`src/rtl/bus_cmd_initiator_pkg.sv`:
```
// Shared types and constants for the app-bus command initiator.
package bus_cmd_initiator_pkg;

  localparam logic [1:0] StIdle  = 2'd0;
  localparam logic [1:0] StIssue = 2'd1;
  localparam logic [1:0] StWait  = 2'd2;
  localparam logic [1:0] StGap   = 2'd3;

  typedef struct packed {
    logic        write;
    logic [15:0] wdata;
    logic        check;
    logic [15:0] exp_data;
  } cmd_t;

  // Bus addresses are 8 bits and wrap.
  function automatic logic [7:0] offset_addr(input logic [7:0] addr, input logic [7:0] offset);
    return addr + offset;
  endfunction

endpackage

```
`src/rtl/bus_cmd_initiator_if.sv`:
```
// Command, response and app-bus signals of the initiator; master is the initiator side.
interface bus_cmd_initiator_if #(
  parameter int unsigned ERR_CNT_W = 16
);
  logic                 cmd_valid;
  logic                 cmd_ready;
  logic                 cmd_write;
  logic [7:0]           cmd_addr;
  logic [15:0]          cmd_wdata;
  logic                 cmd_check;
  logic [15:0]          cmd_expect;
  logic                 err_clr;
  logic                 write_qualified;
  logic                 read_qualified;
  logic [7:0]           ab;
  logic [15:0]          db_out;
  logic [15:0]          db_in;
  logic                 data_avail;
  logic                 rsp_valid;
  logic [15:0]          rsp_data;
  logic                 rsp_err;
  logic                 rsp_mismatch;
  logic [ERR_CNT_W-1:0] err_count;
  logic                 busy;

  modport master (
    input  cmd_valid, cmd_write, cmd_addr, cmd_wdata, cmd_check, cmd_expect, err_clr,
    input  db_in, data_avail,
    output cmd_ready, write_qualified, read_qualified, ab, db_out,
    output rsp_valid, rsp_data, rsp_err, rsp_mismatch, err_count, busy
  );

  modport slave (
    output cmd_valid, cmd_write, cmd_addr, cmd_wdata, cmd_check, cmd_expect, err_clr,
    output db_in, data_avail,
    input  cmd_ready, write_qualified, read_qualified, ab, db_out,
    input  rsp_valid, rsp_data, rsp_err, rsp_mismatch, err_count, busy
  );
endinterface

```
`src/rtl/bus_init_timer.sv`:
```
// Loadable 4-bit down-counter with zero flag; times both read latency and idle gap.
module bus_init_timer (
  input  logic       clk,
  input  logic       rst,
  input  logic       load,
  input  logic [3:0] load_val,
  output logic       zero
);

  logic [3:0] cnt_q;

  always_ff @(posedge clk or posedge rst) begin
    if (rst) begin
      cnt_q <= 4'd0;
    end else if (load) begin
      cnt_q <= load_val;
    end else if (cnt_q != 4'd0) begin
      cnt_q <= cnt_q - 4'd1;
    end
  end

  assign zero = (cnt_q == 4'd0);

endmodule

```
`src/rtl/bus_cmd_initiator.sv`:
```
// App-bus initiator: one command -> one strobe -> one response pulse.
// Read-data checking and err_count are built only with BUS_INIT_CHECK_EN defined.
module bus_cmd_initiator
  import bus_cmd_initiator_pkg::*;
#(
  parameter logic [7:0]  ADDR_OFFSET = 8'h00,
  parameter int unsigned RD_LATENCY  = 1,
  parameter int unsigned IDLE_GAP    = 1,
  parameter int unsigned ERR_CNT_W   = 16
) (
  input logic                 xclk,
  input logic                 reset,
  bus_cmd_initiator_if.master bus
);

  // Timer counts down to zero, so a phase of N cycles loads N-1.
  localparam logic [3:0] RdLoad  = 4'(RD_LATENCY - 1);
  localparam logic [3:0] GapLoad = 4'(IDLE_GAP - 1);

  logic [1:0]  state_q, state_d;
  cmd_t        cmd_q;
  logic [7:0]  ab_q;
  logic [15:0] db_out_q;
  logic        rsp_valid_q;
  logic [15:0] rsp_data_q;
  logic        rsp_err_q;
  logic        rsp_mismatch_q;

  logic       accept, wr_done, sample, mismatch;
  logic       tmr_load, tmr_zero;
  logic [3:0] tmr_val;

  always_comb begin
    state_d  = state_q;
    accept   = 1'b0;
    wr_done  = 1'b0;
    sample   = 1'b0;
    tmr_load = 1'b0;
    tmr_val  = 4'd0;
    case (state_q)
      StIdle: begin
        if (bus.cmd_valid) begin
          accept  = 1'b1;
          state_d = StIssue;
        end
      end
      StIssue: begin
        if (cmd_q.write) begin
          wr_done = 1'b1;
          if (IDLE_GAP == 0) begin
            state_d = StIdle;
          end else begin
            state_d  = StGap;
            tmr_load = 1'b1;
            tmr_val  = GapLoad;
          end
        end else begin
          state_d  = StWait;
          tmr_load = 1'b1;
          tmr_val  = RdLoad;
        end
      end
      StWait: begin
        if (tmr_zero) begin
          sample = 1'b1;
          if (IDLE_GAP == 0) begin
            state_d = StIdle;
          end else begin
            state_d  = StGap;
            tmr_load = 1'b1;
            tmr_val  = GapLoad;
          end
        end
      end
      StGap: begin
        if (tmr_zero) state_d = StIdle;
      end
      default: state_d = StIdle;
    endcase
  end

  bus_init_timer u_timer (
    .clk      (xclk),
    .rst      (reset),
    .load     (tmr_load),
    .load_val (tmr_val),
    .zero     (tmr_zero)
  );

  always_ff @(posedge xclk or posedge reset) begin
    if (reset) begin
      state_q        <= StIdle;
      cmd_q          <= '0;
      ab_q           <= 8'h00;
      db_out_q       <= 16'h0000;
      rsp_valid_q    <= 1'b0;
      rsp_data_q     <= 16'h0000;
      rsp_err_q      <= 1'b0;
      rsp_mismatch_q <= 1'b0;
    end else begin
      state_q     <= state_d;
      rsp_valid_q <= wr_done | sample;
      if (accept) begin
        cmd_q <= '{write:    bus.cmd_write,
                   wdata:    bus.cmd_wdata,
                   check:    bus.cmd_check,
                   exp_data: bus.cmd_expect};
        ab_q  <= offset_addr(bus.cmd_addr, ADDR_OFFSET);
        if (bus.cmd_write) db_out_q <= bus.cmd_wdata;
      end
      if (wr_done) begin
        rsp_data_q     <= cmd_q.wdata;
        rsp_err_q      <= 1'b0;
        rsp_mismatch_q <= 1'b0;
      end
      if (sample) begin
        rsp_data_q     <= bus.db_in;
        rsp_err_q      <= ~bus.data_avail;
        rsp_mismatch_q <= mismatch;
      end
    end
  end

`ifdef BUS_INIT_CHECK_EN
  logic [ERR_CNT_W-1:0] err_count_q;

  assign mismatch = cmd_q.check & (~bus.data_avail | (bus.db_in != cmd_q.exp_data));

  always_ff @(posedge xclk or posedge reset) begin
    if (reset) begin
      err_count_q <= '0;
    end else if (bus.err_clr) begin
      err_count_q <= '0;
    end else if (sample && mismatch && !(&err_count_q)) begin
      err_count_q <= err_count_q + 1'b1;
    end
  end

  assign bus.err_count = err_count_q;
`else
  localparam logic [ERR_CNT_W-1:0] ErrZero = '0;
  logic unused_check;

  assign mismatch      = 1'b0;
  assign bus.err_count = ErrZero;
  assign unused_check  = ^{cmd_q.check, cmd_q.exp_data, bus.cmd_check, bus.cmd_expect,
                           bus.err_clr};
`endif

  assign bus.cmd_ready       = (state_q == StIdle);
  assign bus.busy            = (state_q != StIdle);
  assign bus.write_qualified = (state_q == StIssue) & cmd_q.write;
  assign bus.read_qualified  = (state_q == StIssue) & ~cmd_q.write;
  assign bus.ab              = ab_q;
  assign bus.db_out          = db_out_q;
  assign bus.rsp_valid       = rsp_valid_q;
  assign bus.rsp_data        = rsp_data_q;
  assign bus.rsp_err         = rsp_err_q;
  assign bus.rsp_mismatch    = rsp_mismatch_q;

endmodule

```
`src/flat_wrapper.sv`:
```
// flat-port wrapper written by rule: the top's interface ports become plain ports
module bus_cmd_initiator_flat import bus_cmd_initiator_pkg::*;
#(
  parameter logic [7:0]  ADDR_OFFSET = 8'h00,
  parameter int unsigned RD_LATENCY  = 1,
  parameter int unsigned IDLE_GAP    = 1,
  parameter int unsigned ERR_CNT_W   = 16
)
  (xclk, reset, bus_cmd_valid, bus_cmd_write, bus_cmd_addr, bus_cmd_wdata, bus_cmd_check, bus_cmd_expect, bus_err_clr, bus_db_in, bus_data_avail, bus_cmd_ready, bus_write_qualified, bus_read_qualified, bus_ab, bus_db_out, bus_rsp_valid, bus_rsp_data, bus_rsp_err, bus_rsp_mismatch, bus_err_count, bus_busy);
  bus_cmd_initiator_if #(.ERR_CNT_W(ERR_CNT_W)) bus_i ();
  input logic xclk;
  input logic reset;
  input wire logic [$bits(bus_i.cmd_valid)-1:0] bus_cmd_valid;
  input wire logic [$bits(bus_i.cmd_write)-1:0] bus_cmd_write;
  input wire logic [$bits(bus_i.cmd_addr)-1:0] bus_cmd_addr;
  input wire logic [$bits(bus_i.cmd_wdata)-1:0] bus_cmd_wdata;
  input wire logic [$bits(bus_i.cmd_check)-1:0] bus_cmd_check;
  input wire logic [$bits(bus_i.cmd_expect)-1:0] bus_cmd_expect;
  input wire logic [$bits(bus_i.err_clr)-1:0] bus_err_clr;
  input wire logic [$bits(bus_i.db_in)-1:0] bus_db_in;
  input wire logic [$bits(bus_i.data_avail)-1:0] bus_data_avail;
  output wire logic [$bits(bus_i.cmd_ready)-1:0] bus_cmd_ready;
  output wire logic [$bits(bus_i.write_qualified)-1:0] bus_write_qualified;
  output wire logic [$bits(bus_i.read_qualified)-1:0] bus_read_qualified;
  output wire logic [$bits(bus_i.ab)-1:0] bus_ab;
  output wire logic [$bits(bus_i.db_out)-1:0] bus_db_out;
  output wire logic [$bits(bus_i.rsp_valid)-1:0] bus_rsp_valid;
  output wire logic [$bits(bus_i.rsp_data)-1:0] bus_rsp_data;
  output wire logic [$bits(bus_i.rsp_err)-1:0] bus_rsp_err;
  output wire logic [$bits(bus_i.rsp_mismatch)-1:0] bus_rsp_mismatch;
  output wire logic [$bits(bus_i.err_count)-1:0] bus_err_count;
  output wire logic [$bits(bus_i.busy)-1:0] bus_busy;
  assign bus_i.cmd_valid = bus_cmd_valid;
  assign bus_i.cmd_write = bus_cmd_write;
  assign bus_i.cmd_addr = bus_cmd_addr;
  assign bus_i.cmd_wdata = bus_cmd_wdata;
  assign bus_i.cmd_check = bus_cmd_check;
  assign bus_i.cmd_expect = bus_cmd_expect;
  assign bus_i.err_clr = bus_err_clr;
  assign bus_i.db_in = bus_db_in;
  assign bus_i.data_avail = bus_data_avail;
  assign bus_cmd_ready = bus_i.cmd_ready;
  assign bus_write_qualified = bus_i.write_qualified;
  assign bus_read_qualified = bus_i.read_qualified;
  assign bus_ab = bus_i.ab;
  assign bus_db_out = bus_i.db_out;
  assign bus_rsp_valid = bus_i.rsp_valid;
  assign bus_rsp_data = bus_i.rsp_data;
  assign bus_rsp_err = bus_i.rsp_err;
  assign bus_rsp_mismatch = bus_i.rsp_mismatch;
  assign bus_err_count = bus_i.err_count;
  assign bus_busy = bus_i.busy;
  bus_cmd_initiator #(.ADDR_OFFSET(ADDR_OFFSET), .RD_LATENCY(RD_LATENCY), .IDLE_GAP(IDLE_GAP), .ERR_CNT_W(ERR_CNT_W)) u_core (.xclk(xclk), .reset(reset), .bus(bus_i));
endmodule
```
`config.mk`:
```
export PLATFORM = sky130hd
export DESIGN_NAME = bus_cmd_initiator_flat
export DESIGN_NICKNAME = d
export VERILOG_FILES = /design/src/rtl/bus_cmd_initiator_pkg.sv /design/src/rtl/bus_cmd_initiator_if.sv /design/src/rtl/bus_init_timer.sv /design/src/rtl/bus_cmd_initiator.sv /design/src/flat_wrapper.sv
export SDC_FILE = /design/constraint.sdc
export NUM_CORES = 1
export LEC_CHECK = 0
export CAP_MARGIN = 10
export CORE_ASPECT_RATIO = 2
export CORE_MARGIN = 2
export CORE_UTILIZATION = 42
export CTS_CLUSTER_SIZE = 8
export DETAILED_ROUTE_END_ITERATION = 16
export PLACE_DENSITY = 0.84
export SLEW_MARGIN = 0
export SYNTH_ARGS = -nofsm -noshare
export SYNTH_HDL_FRONTEND = slang
export SYNTH_SLANG_ARGS = --single-unit
```
`constraint.sdc`:
```
create_clock -name xclk -period 2.7 [get_ports xclk]
set_clock_uncertainty 0.05 [all_clocks]
set_input_delay 0.54 -clock xclk [delete_from_list [all_inputs] [get_ports xclk]]
set_output_delay 0.54 -clock xclk [all_outputs]
set_load 0.02 [all_outputs]
```
Word-level counts from Yosys, hierarchy flattened
Cells that the tools add are included.

operators by class
  add/subtract/negate cells = 1
  reduce and logical (&&, ||, !) cells = 8
  equality and inequality tests = 6
  bitwise logic cells = 5
  mux-type cells = 19

operators with widths
  kind                                                                 count
  16-bit 2-to-1 mux                                                    2
  1-bit 2-to-1 mux                                                     10
  4-bit 2-to-1 mux                                                     2
  2-bit case mux with 4 select lines                                   1
  2-bit 2-to-1 mux                                                     3
  2-bit nonzero test                                                   3
  2-bit == test (second input constant)                                2
  4-bit logical NOT                                                    1
  2-bit by 1-bit != test with 1-bit output (second input constant)     2
  4-bit nonzero test                                                   1
  4-bit by 1-bit subtractor with 4-bit output (second input constant)  1
  3-bit AND reduction                                                  1
  1-bit AND                                                            2
  2-bit by 1-bit == test with 1-bit output (second input constant)     1
  2-bit logical NOT                                                    1
  2-bit != test (second input constant)                                1
  1-bit NOT                                                            2
  1-bit case mux with 2 select lines                                   1
  2-bit AND reduction                                                  1
  1-bit bitwise OR                                                     1

storage, ports and cells
  word-level logic and storage cells = 49
  output and inout bits = 63
  input port bits = 63
  flip-flop bits (word level) = 66

Depth between registers and ports, before layout
  word-level depth = 4
  mapped depth = 7
  mapped depth without buffers = 5

By module
Synthesis repeated with hierarchy kept, for this count alone.

unflattened totals
  cells, all modules = 227
  area, all modules = 2927.8 sq um

modules (own cells, without submodules)
  module             times used  cells an instance  area each (sq um)
  bus_cmd_initiator  1           204                2691.3
  bus_init_timer     1           23                 236.5

Least setup slack after synthesis
Ideal clock, no wire load.

  path kind = register to output
  start = register u_core.state_q[1]
  end = output bus_write_qualified
  arrival = 1.228 ns
  slack = 0.882 ns
  data required time = 2.110 ns
  stages on the path, launching flop included = 6
  cell sequence = dfrtp_1 inv_1 ha_1 nand2_4 buf_4 inv_1

on the way
  word-level cells in the longest chain between the ends = 2

ends and longest elaborated chain
  element                                   RTL line                  text
  start, declared                           bus_cmd_initiator.sv:20   logic [1:0] state_q, state_d;
  start signal, assigned                    bus_cmd_initiator.sv:92   state_q <= StIdle;
  start signal, assigned                    bus_cmd_initiator.sv:101  state_q <= state_d;
  2-bit by 1-bit == test with 1-bit output  bus_cmd_initiator.sv:152  assign bus.write_qualified = (state_q == StIssue) & cmd_q.write;
  1-bit AND                                 bus_cmd_initiator.sv:152
  end, declared                             flat_wrapper.sv:23        output wire logic [$bits(bus_i.write_qualified)-1:0] bus_write_qualified;

Every way passes these cells.

Final worst setup path
  start = register u_core.state_q[1]
  end = output bus_read_qualified

on the way
  word-level cells in the longest chain between the ends = 2

ends and longest elaborated chain
  element                                   RTL line                  text
  2-bit by 1-bit == test with 1-bit output  bus_cmd_initiator.sv:153  assign bus.read_qualified = (state_q == StIssue) & ~cmd_q.write;
  1-bit AND                                 bus_cmd_initiator.sv:153
  end, declared                             flat_wrapper.sv:24        output wire logic [$bits(bus_i.read_qualified)-1:0] bus_read_qualified;

Every way passes these cells.

==> flow_metrics.tcl <==
set metrics [dict create \
    synth.avg_cell_area_um2 12.9 \
    p_clk_frac 0.212 \
    cp-startpoint "u_core.state_q[1]" \
    die_x_um 62.8 \
    fin_cells 414 \
    netlist.area_leader.share 0.561 \
    coreArea_um2 6670 \
    crit_path_max_incr_delay_ps 610 \
    maxSlewViolCount 0 \
    cts_tree "done" \
    crit_slowest_cell "clkdlybuf4s50_1" \
    synth_seq_cells 65 \
    switching_share 0.349 \
    cap_violations 0 \
    use_met2 0.339 \
    p_per_area_nw_per_um2 1220 \
    r2r-end "u_core.bus.ab[7]" \
    p_comb_frac 0.451 \
    cts_hold_buf 0 \
    drc_errors 0 \
    met1_usage 0.176 \
    grt_pass1_wl_um 10500 \
    place_inst 398 \
    busiest_layer "met2" \
    synth_commonest_cells "dfrtp_1 (65), mux2_2 (42), buf_4 (21), nand2_1 (21), mux2i_1 (18)" \
    gp_congestion 0.768 \
    fin_crit_ps 2540 \
    grt_pass1_vias 2175 \
    ctsResizeCount 0 \
    yosysWarnings 0 \
    hpwl_um 4790 \
    die-area_um2 7630 \
    numCtsBuffers 9 \
    die_h_um 122 \
    yosysUniqueCellTypes 30 \
    io_pins 126 \
    cts-root-buf "clkbuf_16" \
    finalSetupTns_ps 0 \
    clock_path_buffers 2 \
    drt-initial-drc-count 56 \
    cp-endpoint "bus_read_qualified" \
    internal_power_mw 3.28 \
    initial_core_util 0.435 \
    pwr-share-seq 0.337 \
    track_usage 0.185 \
    overflow 0 \
    netlist_area_um2 2900 \
    vias 2038 \
    ys_top_cells_by_area "dfrtp_1 (56%), mux2_2 (16%), mux2i_1 (6.2%)" \
    yosysMostFrequentCell "dfrtp_1" \
    drt_pre_antenna_iters 4 \
    rr_worst_depth 4 \
    drive_gt1_frac 0.212 \
    cts_setup_buffers 0 \
    reg2reg_from "u_core.state_q[0]" \
    synthCells 224 \
    cts_max_level 3 \
    ys_dominant_reg_cell "dfrtp_1" \
    hold_class "input port to asynchronous set/reset pin" \
    post-route-period-util 0.941 \
    async_reset_ff_frac 1.00 \
    fin_nets 390 \
    start_kind "flip-flop" \
    grtUsageMet3 0.0566 \
    worst_pin_slew_ps 659 \
    outcome "finished, final reports clean" \
    hold_viol_final 0 \
    cts_num_sinks 65 \
    synth-seq-area-share 0.561 \
    area_growth_pct 42.1 \
    synth_edf_count 0 \
    path_cells "inv_1, ha_1, nor2b_1, clkdlybuf4s50_1" \
    drt_wl_total_um 6500 \
    path_max_fanout 5 \
    p_sw_mw 1.76 \
    end_kind "output port" \
    n_antenna_cell 0 \
    clk_pin_slew_ps 50 \
    crit_type "flip-flop to output port" \
    antenna_left 0 \
    avgRoutedWirePerCell_um 15.7 \
    port_buffers 90 \
    finish.utilization 0.618 \
    max_freq_mhz 394 \
    rsz0062_at_grt "no" \
    grt_max_degree 34 \
    setup_viol 0 \
    ir_drop_mv 0.755 \
    antenna_found_initial 0 \
    rows 42 \
    synth_area_leader_cell "dfrtp_1" \
    maxSlewHeadroom 0.559 \
    critPathRequiredTime_ps 2110 \
    insertion_delay_ps 330 \
    cp.arrival_ps 1950 \
    ff2ff_setup_slack_ps 780 \
    power_leakage_nw 1.90 \
    viasPerCell 4.92 \
]
cell usage in the layout, fill, tap and decap left out, drive strengths merged, types with 2 or more instances in the layout:
cell,Yosys,final
conb,1,17
nand2,23,23
clkdlybuf4s50,0,90
o21ai,17,17
a21oi,2,2
ha,6,6
inv,7,7
dfrtp,65,65
nor2,4,4
mux2,42,42
mux2i,18,18
buf,25,5
clkbuf,0,14
registers in the layout (all words and copies together), names as in the netlist:
name	cells
u_core.bus.rsp_data	16
u_core.bus.ab	8
u_core.bus.rsp_err	1
u_core.state_q	2
u_core.u_timer.cnt_q	4
u_core.cmd_q	17
u_core.bus.rsp_valid	1
u_core.bus.db_out	16
logic make-up after synthesis:
logic type | count (synthesis) | share of synthesized area
flops | 65 | 0.561
other cells | 1 | 0.00129
simple gates | 36 | 0.0634
buf+inv | 32 | 0.0746
fa+ha+maj | 6 | 0.0259
mux | 60 | 0.225
compound gates | 24 | 0.0488
critical path, delay by kind of cell, from the launching register on:
kind                     cells  cell delay, ps
adder cells (fa/ha/maj)      1             300
buffers and inverters        2             730
flip-flops                   1             420
AND/OR/NAND/NOR              1             160
power groups by stage:
stage                     Combinational [mW]  Sequential (mW)  Clock [mW]
final                                   2.27             1.70        1.07
after floorplan                        0.980             2.05           0
after detailed placement                2.30             1.71           0
after global placement                  2.24             1.67           0
after global routing                    2.43             1.76        1.13
after CTS                               2.31             1.70        1.10
area by class of cell:
| cell class | count | area [µm²] |
|---|---|---|
| clock inverter | 2 | 12.5 |
| sequential | 65 | 1630 |
| fill | 557 | 2550 |
| multi-input combinational | 143 | 1130 |
| timing repair buffer | 95 | 951 |
| clock buffer | 14 | 264 |
| tap | 88 | 110 |
| inverter | 7 | 26.3 |
metrics by stage:
step	total power [mW]	hold slack [ps]	cell area [µm²]	setup WS, ps
after floorplan	3.03	429	2960	484
after global placement	3.91	437	3850	529
after detailed placement	4.01	443	3850	507
after CTS	5.10	437	4120	144
after global routing	5.32	460	4120	43.6
final	5.04	437	4120	159
how the worst min path moves through the flow:
| stage | slack (ps) | startpoint | endpoint | cells past startpoint |
|---|---|---|---|---|
| floorplan | 430 | u_core.cmd_q[32] | u_core.cmd_q[32] | 1 |
| global placement | 440 | u_core.cmd_q[28] | u_core.cmd_q[28] | 1 |
| detailed placement | 440 | u_core.bus.ab[4] | u_core.bus.ab[4] | 1 |
| CTS | 440 | reset | u_core.bus.db_out[4] | 2 |
| global route | 460 | u_core.bus.ab[2] | u_core.bus.ab[2] | 1 |
| finish | 440 | reset | u_core.cmd_q[21] | 2 |
per-layer routing:
layer	share of wire	vias to the layer above
met2	0.57	90
met5	0	-
met3	0.052	18
li1	-	934
met1	0.34	996
met4	0.038	0
No activity file was read; power rests on OpenSTA's default activity.
